===== src/rtl/fft_sample_bank.sv =====
// 4-entry complex sample bank between io_ctrl and a 4-point FFT core: fill, compute, drain.
// Optional feature: define SAMPLE_BANK_OVERRUN_EN to add the sticky overrun_o flag.
module fft_sample_bank #(
    parameter int WIDTH = 8
) (
    input  logic             clk_i,
    input  logic             rst_i,
    input  logic             ena_i,
    input  logic             load_pulse_i,
    input  logic             output_pulse_i,
    input  logic [1:0]       addr_i,
    input  logic [WIDTH-1:0] data_in_i,
    input  logic             fft_done_i,
    input  logic [WIDTH-1:0] r0_i,
    input  logic [WIDTH-1:0] r1_i,
    input  logic [WIDTH-1:0] r2_i,
    input  logic [WIDTH-1:0] r3_i,
    output logic [WIDTH-1:0] s0_o,
    output logic [WIDTH-1:0] s1_o,
    output logic [WIDTH-1:0] s2_o,
    output logic [WIDTH-1:0] s3_o,
    output logic             fft_start_o,
    output logic [WIDTH-1:0] data_out_o,
`ifdef SAMPLE_BANK_OVERRUN_EN
    output logic             overrun_o,
`endif
    output logic             busy_o
);

    typedef enum logic [1:0] {
        ST_FILL    = 2'd0,
        ST_COMPUTE = 2'd1,
        ST_DRAIN   = 2'd2
    } state_t;

    state_t           state_q, state_d;
    logic [WIDTH-1:0] samp_q [4];
    logic [WIDTH-1:0] samp_d [4];
    logic [WIDTH-1:0] res_q  [4];
    logic [WIDTH-1:0] res_d  [4];
    logic [3:0]       valid_q, valid_d;
    logic [3:0]       read_q, read_d;
    logic [3:0]       addr_oh_s;
    logic [WIDTH-1:0] data_out_q, data_out_d;
    logic             fft_start_q, fft_start_d;
    logic             busy_q, busy_d;
`ifdef SAMPLE_BANK_OVERRUN_EN
    logic             overrun_q, overrun_d;
`endif

    assign addr_oh_s = 4'b0001 << addr_i;

    // Next-state logic: every update is gated by ena_i; fft_start is a self-clearing pulse.
    always_comb begin
        state_d     = state_q;
        samp_d      = samp_q;
        res_d       = res_q;
        valid_d     = valid_q;
        read_d      = read_q;
        data_out_d  = data_out_q;
        busy_d      = busy_q;
        fft_start_d = 1'b0;
`ifdef SAMPLE_BANK_OVERRUN_EN
        overrun_d   = overrun_q;
        if (ena_i && load_pulse_i && (state_q != ST_FILL)) begin
            overrun_d = 1'b1;
        end else begin
            overrun_d = overrun_q;
        end
`endif
        if (ena_i) begin
            case (state_q)
                ST_FILL: begin
                    // Load has priority over a simultaneous output request while filling.
                    if (load_pulse_i) begin
                        samp_d[addr_i] = data_in_i;
                        valid_d        = valid_q | addr_oh_s;
                        if ((valid_q | addr_oh_s) == 4'b1111) begin
                            state_d     = ST_COMPUTE;
                            fft_start_d = 1'b1;
                            busy_d      = 1'b1;
                        end else begin
                            state_d     = ST_FILL;
                        end
                    end else if (output_pulse_i) begin
                        data_out_d = res_q[addr_i];
                    end else begin
                        state_d = ST_FILL;
                    end
                end
                ST_COMPUTE: begin
                    if (fft_done_i) begin
                        res_d[0] = r0_i;
                        res_d[1] = r1_i;
                        res_d[2] = r2_i;
                        res_d[3] = r3_i;
                        busy_d   = 1'b0;
                        state_d  = ST_DRAIN;
                    end else begin
                        state_d  = ST_COMPUTE;
                    end
                end
                ST_DRAIN: begin
                    if (output_pulse_i) begin
                        data_out_d = res_q[addr_i];
                        if ((read_q | addr_oh_s) == 4'b1111) begin
                            read_d  = 4'b0000;
                            valid_d = 4'b0000;
                            state_d = ST_FILL;
                        end else begin
                            read_d  = read_q | addr_oh_s;
                        end
                    end else begin
                        state_d = ST_DRAIN;
                    end
                end
                default: begin
                    state_d = ST_FILL;
                end
            endcase
        end else begin
            state_d = state_q;
        end
    end

    // State and datapath registers with asynchronous reset.
    always_ff @(posedge clk_i or posedge rst_i) begin
        if (rst_i) begin
            state_q     <= ST_FILL;
            for (int i = 0; i < 4; i++) begin
                samp_q[i] <= {WIDTH{1'b0}};
                res_q[i]  <= {WIDTH{1'b0}};
            end
            valid_q     <= 4'b0000;
            read_q      <= 4'b0000;
            data_out_q  <= {WIDTH{1'b0}};
            fft_start_q <= 1'b0;
            busy_q      <= 1'b0;
`ifdef SAMPLE_BANK_OVERRUN_EN
            overrun_q   <= 1'b0;
`endif
        end else begin
            state_q     <= state_d;
            samp_q      <= samp_d;
            res_q       <= res_d;
            valid_q     <= valid_d;
            read_q      <= read_d;
            data_out_q  <= data_out_d;
            fft_start_q <= fft_start_d;
            busy_q      <= busy_d;
`ifdef SAMPLE_BANK_OVERRUN_EN
            overrun_q   <= overrun_d;
`endif
        end
    end

    assign s0_o        = samp_q[0];
    assign s1_o        = samp_q[1];
    assign s2_o        = samp_q[2];
    assign s3_o        = samp_q[3];
    // The start pulse must never reach the core while the design is disabled.
    assign fft_start_o = fft_start_q & ena_i;
    assign data_out_o  = data_out_q;
    assign busy_o      = busy_q;
`ifdef SAMPLE_BANK_OVERRUN_EN
    assign overrun_o   = overrun_q;
`endif

endmodule

===== config.mk =====
export PLATFORM = sky130hd
export DESIGN_NAME = fft_sample_bank
export DESIGN_NICKNAME = d
export VERILOG_FILES = /design/src/rtl/fft_sample_bank.sv
export SDC_FILE = /design/constraint.sdc
export NUM_CORES = 1
export LEC_CHECK = 0
export CORE_MARGIN = 2
export CORE_UTILIZATION = 25
export CTS_BUF_LIST = sky130_fd_sc_hd__clkbuf_8
export CTS_CLUSTER_DIAMETER = 40
export DETAILED_ROUTE_END_ITERATION = 12
export GPL_TIMING_DRIVEN = 0
export SETUP_SLACK_MARGIN = 0.2
export SLEW_MARGIN = 30
export SYNTH_ARGS = -nofsm -noshare
export SYNTH_HDL_FRONTEND = slang
export SYNTH_SLANG_ARGS = --single-unit

===== constraint.sdc =====
create_clock -name clk_i -period 3 [get_ports clk_i]
set_clock_uncertainty 0.2 [all_clocks]
set_input_delay 0.45 -clock clk_i [delete_from_list [all_inputs] [get_ports clk_i]]
set_output_delay 0.45 -clock clk_i [all_outputs]
set_load 0.01 [all_outputs]

=== Word-level counts from Yosys, hierarchy flattened ===
Index checks and enable logic that the tools add are counted.
Widths: inputs -> output; s select.

* Eq/ne operators: 12
* Bitwise operators: 4
* Mux-type cells: 29
* Magnitude comparators: 2
* Reductions and logical operators: 11
* Shift-type cells: 1

{| class="wikitable"
|+ Operator list
! operator !! count
|-
| $mux 8 || 5
|-
| $bwmux 32 || 1
|-
| $bmux 8 s2 || 1
|-
| $demux 8 s2 || 1
|-
| $mux 4 || 4
|-
| $pmux 8 s2 || 1
|-
| $reduce_and 3->1 || 5
|-
| $ne 2x2->1 const B || 6
|-
| $mux 2 || 5
|-
| $reduce_and 5->1 || 2
|-
| $eq 4x4->1 const B || 2
|-
| $mux 1 || 8
|-
| $or 4x4->4 || 2
|-
| $pmux 4 s2 || 1
|-
| $ne 3x3->1 const B || 2
|-
| $pmux 2 s3 || 1
|-
| $reduce_bool 2->1 || 2
|-
| $shl 1x2->4 const A || 1
|-
| $ge 3x3->1 const B || 1
|-
| $lt 3x1->1 const B || 1
|-
| $not 2->3 || 1
|-
| $eq 2x1->1 const B || 1
|-
| $eq 2x2->1 const B || 1
|-
| $logic_not 2->1 || 1
|-
| 3 further kinds || 3
|}

* Register bits: 84

=== Longest topological paths before layout ===
* Depth in word-level cells: 7
* Depth in mapped cells: 6
* Gate-level depth less buffers: 4

=== Worst setup path before layout ===
Ideal clock, no wire load.

* Kind: flip-flop to flip-flop
* Start: reg state_q[0]
* End: reg samp_q (netlist bit s3_o[0])
* Arrival time: 1.470 ns
* Required time: 2.675 ns
* Period minus slack after synthesis: 1.795 ns
* Setup time: 0.125 ns
* Buffers on the path: 2
* Cell stages (with the launch flop): 6
* Slack: 1.205 ns
* Path through: dfrtp_1 > nor4bb_2 > buf_6 > and2_4 > buf_8 > mux2_2

* Longest elaborated chain between the ends: 2

{| class="wikitable"
|+ RTL lines
! element !! RTL line !! source
|-
| from (decl) || 36 || <nowiki>state_t state_q, state_d;</nowiki>
|-
| from (signal assigned) || 143 || <nowiki>state_q <= state_d;</nowiki>
|-
| $logic_not 2->1 || 72 || <nowiki>case (state_q)</nowiki>
|-
| $reduce_and 3->1 (no source line) || n/a ||
|-
| to (signal, indexed assignment) || 131 || <nowiki>samp_q[i] <= {WIDTH{1'b0}};</nowiki>
|-
| to (signal assigned) || 144 || <nowiki>samp_q <= samp_d;</nowiki>
|-
| to (decl) || 37 || <nowiki>logic [WIDTH-1:0] samp_q [4];</nowiki>
|}

Every way passes these cells.
A chain may end at the register's enable or synchronous reset.

=== Worst setup path after layout ===
* Start: in ena_i
* End: out fft_start_o

* Longest elaborated chain between the ends: 1

{| class="wikitable"
|+ RTL lines
! element !! RTL line !! source
|-
| from (decl) || 8 || <nowiki>input logic ena_i,</nowiki>
|-
| $and 1x1->1 || 162 || <nowiki>assign fft_start_o = fft_start_q & ena_i;</nowiki>
|-
| to (decl) || 22 || <nowiki>output logic fft_start_o,</nowiki>
|}

Every way passes these cells.

==> flow_summary.ini <==
[timing]
worstMarginPinSlew_ns = 0.602
fmax_mhz = 426
grt_setup_unrepaired = no
tns_ns = 0
worst_slack_ns = 0.652
slew_viol_final = 0
finalCritPeriodShare_pct = 78.3
max_slew_margin_pct = 59.7
period_needed_ns = 2.35
hold_viol = 0
setup_viol_count_final = 0

[synth]
ys_async_sr_fraction_pct = 100
ys_ff_latch = 84
ys_seq_area_share_pct = 59.9
yosys_warnings = 0
synthCells = 222
synth_area_per_cell_sq_um = 15.8
mappedNetlistArea_sq_um = 3510
synthFlopType = dfrtp_1
synth_fp_nets = 270
synth_edf_count = 0
synth_cell_types = 37

[power_and_ir_drop]
fin_total_pwr_uw = 3080
p_leak_uw = 0.00229
irDropWorstVdd_uv = 203
power_density_nw_per_um2 = 625

[clocking]
cts_num_sinks = 84
cts-root-buf = clkbuf_8
htree_levels = 3
post_cts.repair.setup_buffers = 0
cts_buffers = 9
path_clk_slew_ns = 0.08
cts_hold_buf = 0
ctsResizeCount = 0
clock_latency_ns = 0.36
cts_tree = built
clk_path_buf_depth = 2

[placed_design]
io_buffer_count = 89
dp_cells = 494
dp_hpwl_um = 5690
gp_congestion = 0.797
post-place-ws_ns = 0.491
dpl_cell_area_sq_um = 4700

[route]
dr_wl_met2_um = 3900
viasPerCell = 4.45
drc_errors = 0
ant_nets = 0
wl_met3_um = 574
top_layer = met4
drtIter0Drc = 46
wire_per_inst_um = 15.5
dr.pass1.iters = 4
wl_um = 7890
via_count = 2272
m1WireLength_um = 3280

[setup_path]
timing_worst_setup_path_type = input pin to output port
cpMaxStageDelayCell = clkdlybuf4s50_1
crit_path_start_kind = input pin
critical-path-max-stage-delay_ns = 0.56
end_kind = output port
crit_fanout = 6
crit_arrival_ns = 1.70
path_cells = clkdlybuf4s50_1 -> and2_1 -> clkdlybuf4s50_1
required_ns = 2.35
cp_common_cell = clkdlybuf4s50_1
crit_family = buffers and inverters
cp.buffers_inverters = 2

[floorplanning]
dieArea_sq_um = 15000
die_h_um = 122
core.rowCount = 43
die_x_um = 122
core_area_sq_um = 13800
num_io_pins = 90
start_util_pct = 25.5

[global_routing]
grt_antenna_before_repair = 0
grt_pass1_wl_um = 12600
grt_pass1_vias = 2392
grt_usage_pct = 11.3
grt-ovfl-total = 0
grt_max_degree = 30

[final_layout]
syn_to_final_growth_pct = 40.2
final_nets = 373
n_antenna_cell = 0
drive_above_1_share_pct = 33.9
layoutNonFillerInstCount = 510
post-route-cell-area_sq_um = 4920

[worst_hold_path]
hold_path.class = input pin to async pin

[run]
cap_violations = 0

[outcome]
status = finished, final reports clean
==> layer usage <==
| metal | global-route usage (%) | vias up |
|---|---|---|
| met5 | 0 | - |
| met4 | 4.09 | 0 |
| met3 | 4.41 | 14 |
| met2 | 19.0 | 87 |
| met1 | 13.1 | 1143 |
| li1 | - | 1028 |
==> per-stage QoR <==
| stage | hold slack [ns] | utilization [%] |
|---|---|---|
| after floorplan | 0.270 | - |
| after global placement | 0.282 | 33.6 |
| after detailed placement | 0.286 | 34.1 |
| after CTS | 0.195 | 35.7 |
| after global routing | 0.202 | 35.7 |
| final | 0.214 | 35.7 |
==> cell type report <==
cell class / instances / area [sq um]
inverter: 3 / 15.0
sequential: 84 / 2100
fill: 1369 / 8850
multi-input combinational: 128 / 1340
clock inverter: 6 / 87.6
timing repair buffer: 92 / 958
clock buffer: 10 / 138
tap: 180 / 225
buffer: 7 / 60.1
==> cell families (layout without fill, tap and decap cells) <==
| family | Yosys count | in the layout | share of synthesized area, % |
|---|---|---|---|
| flops | 84 | 84 | 59.9 |
| mux | 81 | 81 | 29.1 |
| simple gates | 30 | 30 | 5.46 |
| compound gates | 17 | 17 | 3.53 |
| buf+inv | 10 | 118 | 2.03 |
==> synthesized netlist by cell type, types with 2 or more instances <==
cell type | count | share of area [%]
inv_1 | 3 | 0.32
a21oi_1 | 7 | 1.0
and3b_1 | 2 | 0.50
mux2_2 | 73 | 23
nor2_1 | 9 | 0.96
mux4_2 | 3 | 1.9
buf_6 | 2 | 0.64
buf_2 | 3 | 0.43
dfrtp_1 | 84 | 60
mux4_1 | 5 | 3.7
and2_1 | 2 | 0.36
nand2_2 | 3 | 0.53
nand4_1 | 2 | 0.36
==> power breakdown <==
part	switching, uW	internal [uW]	total, uW
clock	410	492	902
combinational	271	463	734
sequential	120	1320	1440
==> final timing paths <==
path                       slack, ns                    from                     to  depth (start not counted)
setup / recovery                0.65                   ena_i            fft_start_o                          3
hold / removal                  0.21                   rst_i    s0_o[2]$_DFFE_PP0P_                          2
setup reg to reg                1.09  state_q[0]$_DFFE_PP0P_    s3_o[1]$_DFFE_PP0P_                          5
hold reg to reg                 0.30   res_q[20]$_DFFE_PP0P_  res_q[20]$_DFFE_PP0P_                          1
max in group asynchronous       1.77                   rst_i  res_q[29]$_DFFE_PP0P_                          4
min in group clk_i              0.30   res_q[20]$_DFFE_PP0P_  res_q[20]$_DFFE_PP0P_                          1
==> registers in the layout (all words and copies together) (netlist names) <==
register and count:
busy_o 1, s0_o 8, valid_q 4, state_q 2
data_out_o 8, fft_start_q 1, res_q 32, s1_o 8
read_q 4, s2_o 8, s3_o 8
==> placed cells by master (no fill, tap or decap), types with 3 or more instances in the layout <==
| cell | instances |
|---|---|
| clkbuf_8 | 10 |
| buf_2 | 3 |
| nand2_2 | 3 |
| nor2_1 | 9 |
| mux4_2 | 3 |
| a21oi_1 | 7 |
| clkdlybuf4s50_1 | 89 |
| dfrtp_1 | 84 |
| mux4_1 | 5 |
| mux2_2 | 73 |
(Power assumes the default switching activity.)
